## src/rtl/fxp_pkg.sv

```systemverilog
// Shared constants and helpers for the fixed-point multiply-accumulate block.
package fxp_pkg;

  localparam int ROUND_TRUNC   = 0;
  localparam int ROUND_HALF_UP = 1;
  localparam int SAT_WRAP      = 0;
  localparam int SAT_CLAMP     = 1;

  // Ceiling log2; clog2(1) = 0 so a single-product group needs no guard bits.
  function automatic int clog2(input int value);
    int r;
    r = 0;
    for (int i = 0; i < 31; i++) begin
      if ((1 << i) < value) r = i + 1;
    end
    return r;
  endfunction

endpackage

```

## src/rtl/fxp_format.sv

```systemverilog
// Combinational output formatter: fraction alignment, optional rounding,
// range check and clamp/wrap of the accumulated sum.
module fxp_format
  import fxp_pkg::*;
#(
  parameter int IN_W     = 17,
  parameter int IN_F     = 4,
  parameter int OUT_I    = 5,
  parameter int OUT_F    = 3,
  parameter int ROUND    = ROUND_TRUNC,
  parameter int SATURATE = SAT_CLAMP
) (
  input  logic [IN_W-1:0]        din,
  output logic [OUT_I+OUT_F-1:0] dout,
  output logic                   ovf,
  output logic                   unf
);

  localparam int OW  = OUT_I + OUT_F;
  localparam int RSH = (IN_F > OUT_F) ? IN_F - OUT_F : 0;
  localparam int LSH = (OUT_F > IN_F) ? OUT_F - IN_F : 0;
  // One spare bit absorbs a rounding carry; never narrower than OW+1 so limits fit.
  localparam int W0  = IN_W + LSH + 1;
  localparam int W   = (W0 > OW + 1) ? W0 : OW + 1;

  localparam logic signed [W-1:0] MAX_V = {{(W - OW + 1){1'b0}}, {(OW - 1){1'b1}}};
  localparam logic signed [W-1:0] MIN_V = {{(W - OW + 1){1'b1}}, {(OW - 1){1'b0}}};

  logic signed [W-1:0] ext;
  logic signed [W-1:0] biased;
  logic signed [W-1:0] aligned;

  assign ext = W'($signed(din));

  generate
    if (ROUND == ROUND_HALF_UP && RSH > 0) begin : g_round
      localparam logic signed [W-1:0] HALF = W'(1) << (RSH - 1);
      assign biased = ext + HALF;
    end else begin : g_trunc
      assign biased = ext;
    end
  endgenerate

  assign aligned = (biased >>> RSH) <<< LSH;
  assign ovf     = aligned > MAX_V;
  assign unf     = aligned < MIN_V;

  always_comb begin
    dout = aligned[OW-1:0];
    if (SATURATE == SAT_CLAMP) begin
      if (ovf)      dout = {1'b0, {(OW - 1){1'b1}}};
      else if (unf) dout = {1'b1, {(OW - 1){1'b0}}};
    end
  end

endmodule

```

## src/rtl/fixed_point_mac.sv

```systemverilog
// Three-stage fixed-point multiply-accumulate: operand register, product
// register, accumulate-and-format into a registered output.
module fixed_point_mac
  import fxp_pkg::*;
#(
  parameter int I1       = 3,
  parameter int F1       = 2,
  parameter int I2       = 4,
  parameter int F2       = 2,
  parameter int OUT_I    = 5,
  parameter int OUT_F    = 3,
  parameter int ACC_LEN  = 1,
  parameter int ROUND    = ROUND_TRUNC,
  parameter int SATURATE = SAT_CLAMP
) (
  input  logic                   clk,
  input  logic                   rst,
  input  logic                   in_valid,
  input  logic [I1+F1-1:0]       a,
  input  logic [I2+F2-1:0]       b,
  input  logic                   clear,
  output logic                   out_valid,
  output logic [OUT_I+OUT_F-1:0] out,
  output logic                   overflow,
  output logic                   underflow
);

  localparam int AW    = I1 + F1;
  localparam int BW    = I2 + F2;
  localparam int PW    = AW + BW;
  localparam int PF    = F1 + F2;
  localparam int G     = clog2(ACC_LEN);
  localparam int ACC_W = PW + G;
  localparam int CW    = (G > 0) ? G : 1;
  localparam int OW    = OUT_I + OUT_F;

  logic [AW-1:0]    a_reg;
  logic [BW-1:0]    b_reg;
  logic             s1_valid_reg;
  logic [PW-1:0]    prod_reg;
  logic             s2_valid_reg;
  logic [ACC_W-1:0] acc_reg;
  logic [CW-1:0]    cnt_reg;
  logic [OW-1:0]    out_reg;
  logic             out_valid_reg;
  logic             overflow_reg;
  logic             underflow_reg;

  logic signed [PW-1:0]    a_ext;
  logic signed [PW-1:0]    b_ext;
  logic [PW-1:0]           prod_next;
  logic signed [ACC_W-1:0] acc_sum;
  logic                    last_in_group;
  logic                    accept;
  logic                    emit;
  logic [OW-1:0]           fmt_out;
  logic                    fmt_ovf;
  logic                    fmt_unf;

  assign a_ext     = PW'($signed(a_reg));
  assign b_ext     = PW'($signed(b_reg));
  assign prod_next = a_ext * b_ext;

  assign acc_sum       = $signed(acc_reg) + ACC_W'($signed(prod_reg));
  assign last_in_group = (cnt_reg == CW'(ACC_LEN - 1));
  // clear outranks a product arriving in the same cycle, including a group's last one
  assign accept        = s2_valid_reg & ~clear;
  assign emit          = accept & last_in_group;

  fxp_format #(
    .IN_W     (ACC_W),
    .IN_F     (PF),
    .OUT_I    (OUT_I),
    .OUT_F    (OUT_F),
    .ROUND    (ROUND),
    .SATURATE (SATURATE)
  ) u_format (
    .din  (acc_sum),
    .dout (fmt_out),
    .ovf  (fmt_ovf),
    .unf  (fmt_unf)
  );

  always_ff @(posedge clk) begin
    if (rst) begin
      a_reg         <= '0;
      b_reg         <= '0;
      s1_valid_reg  <= 1'b0;
      prod_reg      <= '0;
      s2_valid_reg  <= 1'b0;
      acc_reg       <= '0;
      cnt_reg       <= '0;
      out_reg       <= '0;
      out_valid_reg <= 1'b0;
      overflow_reg  <= 1'b0;
      underflow_reg <= 1'b0;
    end else begin
      if (in_valid) begin
        a_reg <= a;
        b_reg <= b;
      end
      s1_valid_reg  <= in_valid & ~clear;
      prod_reg      <= prod_next;
      s2_valid_reg  <= s1_valid_reg & ~clear;
      out_valid_reg <= emit;
      overflow_reg  <= emit & fmt_ovf;
      underflow_reg <= emit & fmt_unf;
      if (emit) out_reg <= fmt_out;

      if (clear) begin
        acc_reg <= '0;
        cnt_reg <= '0;
      end else if (s2_valid_reg) begin
        if (last_in_group) begin
          acc_reg <= '0;
          cnt_reg <= '0;
        end else begin
          acc_reg <= acc_sum;
          cnt_reg <= cnt_reg + CW'(1);
        end
      end
    end
  end

  assign out_valid = out_valid_reg;
  assign out       = out_reg;
  assign overflow  = overflow_reg;
  assign underflow = underflow_reg;

endmodule

```

## config.mk

```make
export PLATFORM = sky130hd
export DESIGN_NAME = fixed_point_mac
export DESIGN_NICKNAME = d
export VERILOG_FILES = /design/src/rtl/fxp_pkg.sv /design/src/rtl/fxp_format.sv /design/src/rtl/fixed_point_mac.sv
export SDC_FILE = /design/constraint.sdc
export NUM_CORES = 1
export LEC_CHECK = 0
export BUFFER_PORTS_ARGS = -buffer_cell sky130_fd_sc_hd__buf_2
export CORE_MARGIN = 2
export CORE_UTILIZATION = 53
export DETAILED_ROUTE_END_ITERATION = 10
export HOLD_SLACK_MARGIN = 0.05
export PLACE_DENSITY = 0.78
export RECOVER_POWER = 50
export SYNTH_ARGS = -nofsm -noshare
export SYNTH_HDL_FRONTEND = slang
export SYNTH_SLANG_ARGS = --single-unit
```

## constraint.sdc

```tcl
create_clock -name clk -period 3.4 [get_ports clk]
set_input_delay 0.68 -clock clk [delete_from_list [all_inputs] [get_ports clk]]
set_output_delay 0.68 -clock clk [all_outputs]
set_load 0.05 [all_outputs]
```

==> run summary, run 1 <==
ANT nets after route = 0
residual DRC count = 0
Worst path slowest cell = fa_1
Pleak = 1.317 nW
FF+latch count, synth = 34
Rows = 23
number of flops mapped to enable cells by yosys = 0
f_max = 299.0 MHz
Yosys top cell area share = 30.31%
vias in the first global route = 1694
Ys Warns = 0
Worst EP required = 3.61 ns
critical path class = register to register
Setup WS post-layout = 0.05576 ns
final hold vios = 0
Synth cell types = 36
Critical R2R Launch = a_reg[3]$_SDFFE_PP0P_
RSZ-0062 raised after global routing = yes
Skew-Pair Late Insertion Delay = 0.29 ns
DR pass1 iterations = 4
core region area = 0.004029 sq mm
ys flop type = dfxtp_1
Cell Area, Placed = 0.002540 sq mm
Design Area, Final = 0.002844 sq mm
failing checks = max-capacitance violations, max-slew violations
Max clock buf depth = 2
Crit Reg-Reg Endpoint = prod_reg[9]$_SDFF_PP0_
final core occ = 70.59%
Mean Syn Cell Area = 9.476 sq um
Max Cap Violations = 1
Worst Hold Class = register to register
Arr. time, crit path = 3.55 ns
Mapped Area = 0.002246 sq mm
CTS clk-pin slew, worst paths = 0.07 ns
setup_tns = 0 ns
# H-tree levels = 2
R2R setup slack = 0.06 ns
die width = 69.10 microns
IO Count = 26
total grt overflow = 0
slowest stage delay, CP = 0.52 ns
vias per cell = 5.066
Sinks on Clock Net = 34
Hold Path Origin = out[0]$_SDFFE_PP0P_
Worst Tran Pin Value = 1.574 ns
initial core utilization = 55.75%
Max VDD drop = 0.2818 mV
Min Hold Slack = 0.4464 ns
r2r worst-path depth = 12
DRT iter0 DRCs = 54
Multi-input gate area = 0.001548 sq mm
Wirelength per Cell = 13.05 microns
final setup fails = 0
period utilization = 98.36%
crit-path max FO = 6
die height = 69.10 microns
largest cells by area after synthesis = dfxtp_1 (30%), fa_1 (18%), ha_1 (9.5%)
max_slew headroom = -4.903%
Vias = 1687
worst-path cell chain = buf_4 -> and2_1 -> o21bai_4 -> ha_4 -> fa_1 -> inv_1 -> fa_1 -> inv_1 -> ha_4 -> inv_1 -> or4_1 -> o211ai_1
antenna violations before repair = 0
critical path's top delay family = adder cells
CTS Buf Count = 5
hold endpoint = out[0]$_SDFFE_PP0P_
CP bufs+invs = 4
minimum setup slack after placement = -0.06613 ns
Mapped Cells = 237
Diodes inserted = 0
status = finished, violations left
ys async rst share = 0%
Worst Hold Depth = 2
DIE AREA = 0.004774 sq mm
Seq/Total Area, Yosys = 30.31%
CTS tree = built
Crit. End Element = register
pin count of the biggest net entering global routing = 38
post-synth net total = 289
layout overhead on the synthesized area = 26.63%
Synth area leader = dfxtp_1
first-pass GRT wire length = 7465 microns
hpwl dp = 3044 microns
Routed Wire Length = 4346 microns
NumNets Final = 335
clock skew = 0.005946 ns
Setup crit start kind = register
number of port buffers = 25
CTS Root Buffer Type = clkbuf_8
pwr dens = 358.4 mW/mm^2
DP Cell Count = 323
final std cells w/o fill = 333
hold buffer count at CTS = 0
Total GRT Usage = 19.46%
layout cells sized above 1 = 31.80%
Power Total = 1.019 mW
Reg area = 706.9 sq um
# fillers = 317
most used cell, CP = inv_1
Pins Over Slew Limit = 38
crit path from = a_reg[3]$_SDFFE_PP0P_
min cycle time layout = 3.344 ns
number of flip-flops in the largest register = 10
GPL Wtd Cong = 0.8627
## timing repair
item,CTS,global route
endpoints found under the setup margin,4,4
gates resized for setup,9,36
buffers inserted,0,3
pin swaps,6,30
## kinds of logic (layout without fill, tap and decap cells)
logic type / after synthesis / in the layout / synth area share [%]
DFF: 34 / 34 / 30.31
AOI/OAI and AO/OA: 35 / 35 / 11.14
buffers and inverters: 40 / 86 / 6.797
adders and majority gates: 37 / 37 / 27.30
and+or+nand+nor: 75 / 75 / 16.88
muxes: 12 / 12 / 5.404
xor gates and xnor gates: 4 / 4 / 2.173
## placed cells by master, fill, tap and decap left out, types with 2 or more instances in the layout
cell type  Yosys  final
and2_1        19     15
ha_4           0      6
nor3b_1        2      2
nor3_1         5      5
inv_1         32     26
nand2_1       15     14
buf_2          2     24
a21oi_1        9      8
nor2_2         0      3
dfxtp_1       34     25
dfxtp_4        0      6
nor2b_1        7      7
nor4_1         2      2
and2_4         0      4
fa_1          20     20
and3_1         2      2
mux2i_1       11     11
a21o_1         2      2
o211ai_1       9      9
o21a_1         4      4
clkbuf_8       0      6
nor2_1        20     17
a211oi_1       2      2
xnor2_1        2      2
buf_4          0     20
dfxtp_2        0      3
ha_1          17     10
inv_2          1      6
## cells in the mapped netlist (2+ instances only)
cell type	number
nor2b_1	7
inv_1	32
ha_1	17
nand2b_1	2
nor2_1	20
fa_1	20
a21o_1	2
nor4_1	2
mux2i_1	11
a21oi_1	9
dfxtp_1	34
nor3_1	5
a211oi_1	2
o21a_1	4
nand2_1	15
and3_1	2
xnor2_1	2
clkbuf_1	2
o211ai_1	9
buf_1	3
o21ai_1	2
buf_2	2
nor3b_1	2
and2_1	19
## worst max path at each step
stage	endpoint	depth (start not counted)
global placement	prod_reg[8]$_SDFF_PP0_	11
CTS	prod_reg[8]$_SDFF_PP0_	10
finish	prod_reg[9]$_SDFF_PP0_	12
floorplan	prod_reg[8]$_SDFF_PP0_	12
detailed placement	prod_reg[8]$_SDFF_PP0_	12
global route	prod_reg[8]$_SDFF_PP0_	10
## per-layer routing
layer / global-route usage (%) / up-vias / part of all wire (%) / wire length, microns
li1: - / 864 / - / -
met1: 22.86 / 774 / 41 / 1777
met2: 34.83 / 40 / 54 / 2336
met3: 4.825 / 9 / 3.5 / 152
met4: 5.882 / 0 / 1.8 / 80
met5: 0 / - / 0 / 0
## worst reg2reg max path: stages, from the launching register on
cell,delay (ns)
dfxtp_4,0.37
buf_4,0.14
and2_1,0.18
o21bai_4,0.19
ha_4,0.25
fa_1,0.52
inv_1,0.05
fa_1,0.50
inv_1,0.06
ha_4,0.26
inv_1,0.05
or4_1,0.52
o211ai_1,0.17
## cell type report
| cell class | count | area share [%] |
|---|---|---|
| inverter | 33 | 4.531 |
| timing repair buffer | 46 | 10.03 |
| clock inverter | 1 | 1.056 |
| multi-input combinational | 163 | 54.42 |
| sequential | 34 | 24.86 |
| clock buffer | 6 | 2.904 |
| tap | 50 | 2.200 |
## power breakdown
| group | internal, mW | total (mW) | switching (mW) |
|---|---|---|---|
| Combinational | 0.0999 | 0.204 | 0.104 |
| Clock | 0.235 | 0.384 | 0.149 |
| Sequential | 0.417 | 0.431 | 0.0143 |
Note: power is estimated with default switching activity, not from simulation.
==> run 2: changes to the inputs <==
--- a/config.mk
+++ b/config.mk
@@ -7,11 +7,12 @@
 export LEC_CHECK = 0
 export BUFFER_PORTS_ARGS = -buffer_cell sky130_fd_sc_hd__buf_2
 export CORE_MARGIN = 2
-export CORE_UTILIZATION = 53
+export CORE_UTILIZATION = 59
 export DETAILED_ROUTE_END_ITERATION = 10
 export HOLD_SLACK_MARGIN = 0.05
-export PLACE_DENSITY = 0.78
+export PLACE_DENSITY = 0.82
 export RECOVER_POWER = 50
 export SYNTH_ARGS = -nofsm -noshare
 export SYNTH_HDL_FRONTEND = slang
+export SYNTH_HIERARCHICAL = 1
 export SYNTH_SLANG_ARGS = --single-unit
==> constraint.sdc (replaced) <==
create_clock -name clk -period 3.72 [get_ports clk]
set_input_delay 0.744 -clock clk [delete_from_list [all_inputs] [get_ports clk]]
set_output_delay 0.744 -clock clk [all_outputs]
set_load 0.05 [all_outputs]
==> run 2 against run 1 <==
Compared with the run above:
- the flow still finishes with violations (max-capacitance violations, max-slew violations)
- worst setup slack better by 0.17 ns
- non-clock buffer count is 20 lower
- flip-flop and latch count stayed put
- hold slack better by 0.0031 ns
- clock-buffer cell count is 1 higher
- critical path depth is 2 lower
- global-route usage is 0.10 points higher
- largest power group unchanged
- largest cell class unchanged
==> run summary, run 2 <==
Max Cap Violations = 1 (unchanged)
Pleak = 1.256 nW (-4.6%)
Rows = 23 (unchanged)
ANT nets after route = 0 (unchanged)
minimum setup slack after placement = 0.1896 ns (+0.2557 ns)
Pins Over Slew Limit = 36 (-5.3%)
antenna violations before repair = 0 (unchanged)
# fillers = 336 (+6.0%)
pin count of the biggest net entering global routing = 36 (-5.3%)
vias per cell = 5.140 (+1.5%)
hpwl dp = 2962 microns (-2.7%)
Setup crit start kind = register
CTS tree = built
critical path class = register to register
Max clock buf depth = 2 (unchanged)
RSZ-0062 raised after global routing = no
die width = 67.73 microns (-2.0%)
Mean Syn Cell Area = 9.145 sq um (-3.5%)
Setup WS post-layout = 0.2266 ns (+0.1708 ns)
Min Hold Slack = 0.4496 ns (+0.003133 ns)
Routed Wire Length = 3816 microns (-12%)
hold buffer count at CTS = 0 (unchanged)
Max VDD drop = 0.1881 mV (-33%)
most frequent cells in the layout = inv_1 (34), dfxtp_1 (33), nor2_1 (25), buf_2 (24), and2_1 (21)
layout overhead on the synthesized area = 10.39%
Total GRT Usage = 19.56% (+0.10 points)
DR pass1 iterations = 4 (unchanged)
IO Count = 26 (unchanged)
Design Area, Final = 0.002645 sq mm (-7.0%)
Cell Area, Placed = 0.002539 sq mm (about the same)
max_slew headroom = -0.9726% (+3.9 points)
layout cells sized above 1 = 13.29% (-19 points)
commonest non-fill, non-tap cell in the layout = inv_1
Diodes inserted = 0 (unchanged)
core region area = 0.003943 sq mm (-2.1%)
number of flip-flops in the largest register = 10 (unchanged)
pwr dens = 337.7 mW/mm^2 (-5.8%)
Skew-Pair Late Insertion Delay = 0.28 ns (about the same)
Power Total = 0.8933 mW (-12%)
Worst Hold Class = register to register
setup_tns = 0 ns (unchanged)
Worst EP required = 3.90 ns (+0.29 ns)
number of port buffers = 25 (unchanged)
NumNets Final = 337 (+0.60%)
clock skew = 0.004664 ns (-0.001282 ns)
Worst Tran Pin Value = 1.515 ns (-0.05896 ns)
Mapped Area = 0.002396 sq mm (+6.7%)
die height = 67.73 microns (-2.0%)
Vias = 1727 (+2.4%)
period utilization = 93.91% (-4.5 points)
CTS clk-pin slew, worst paths = 0.07 ns (about the same)
final core occ = 67.09% (-3.5 points)
# H-tree levels = 2 (unchanged)
CTS Root Buffer Type = clkbuf_8
DRT iter0 DRCs = 55 (+1.9%)
DIE AREA = 0.004587 sq mm (-3.9%)
first-pass GRT wire length = 6679 microns (-11%)
vias in the first global route = 1612 (-4.8%)
f_max = 286.3 MHz (-4.3%)
Mapped Cells = 262 (+11%)
Arr. time, crit path = 3.67 ns (+0.12 ns)
Ys Warns = 6 (+6)
CTS Buf Count = 5 (unchanged)
crit-path max FO = 7 (+1)
final hold vios = 0 (unchanged)
post-synth net total = 314 (+8.7%)
failing checks = max-capacitance violations, max-slew violations
Sinks on Clock Net = 34 (unchanged)
Crit. End Element = register
status = finished, violations left
residual DRC count = 0 (unchanged)
final setup fails = 0 (unchanged)
min cycle time layout = 3.493 ns (+0.1492 ns)
Wirelength per Cell = 11.36 microns (-13%)
GPL Wtd Cong = 0.8091 (-6.2%)
total grt overflow = 0 (unchanged)
initial core utilization = 60.77% (+5.0 points)
DP Cell Count = 328 (+1.5%)
final std cells w/o fill = 336 (+0.90%)
run 2: path summary, 6_finish.rpt:
check                         from                     end  slack (ns)  depth (start not counted)
max reg2reg  a_reg[2]$_SDFFE_PP0P_  prod_reg[8]$_SDFF_PP0_        0.23                         10
min            out[0]$_SDFFE_PP0P_     out[0]$_SDFFE_PP0P_        0.45                          2
max          a_reg[2]$_SDFFE_PP0P_  prod_reg[8]$_SDFF_PP0_        0.23                         10
min reg2reg    out[0]$_SDFFE_PP0P_     out[0]$_SDFFE_PP0P_        0.45                          2
run 2: critical path, cell delays in order (launching register included):
cell,delay (ns)
dfxtp_1,0.46
nand2_1,0.11
fa_1,0.47
fa_1,0.54
inv_1,0.05
fa_1,0.49
ha_1,0.33
a211o_1,0.35
a21oi_2,0.19
o21bai_1,0.10
mux2_4,0.30
run 2: repair_timing:
item                       CTS  global route
setup endpoints to repair    0             2
gates resized for setup      0             1
hold endpoints to repair     0             0
buffers inserted             0             0
run 2: metal layers:
layer	track usage (%)	part of all wire, %	vias up
met4	6.888	1.4	0
li1	-	-	894
met5	0	0	-
met2	35.54	50	26
met1	22.23	45	801
met3	4.500	3.2	6
run 2: final cells by class:
class                   count  area, sq um  share of cell area, %
clock buffers               7        76.32                  2.886
inverters                  34        127.6                  4.825
flip-flops and latches     34        681.9                  25.78
multi-input cells         184         1535                  58.04
repair buffers             26        131.4                  4.967
well taps                  50        62.56                  2.365
clock inverters             1        30.03                  1.135
run 2: power by group:
part           internal [mW]  switching (mW)
Combinational         0.0740          0.0834
Sequential             0.382          0.0235
Clock                  0.200           0.130
Total                  0.657           0.236
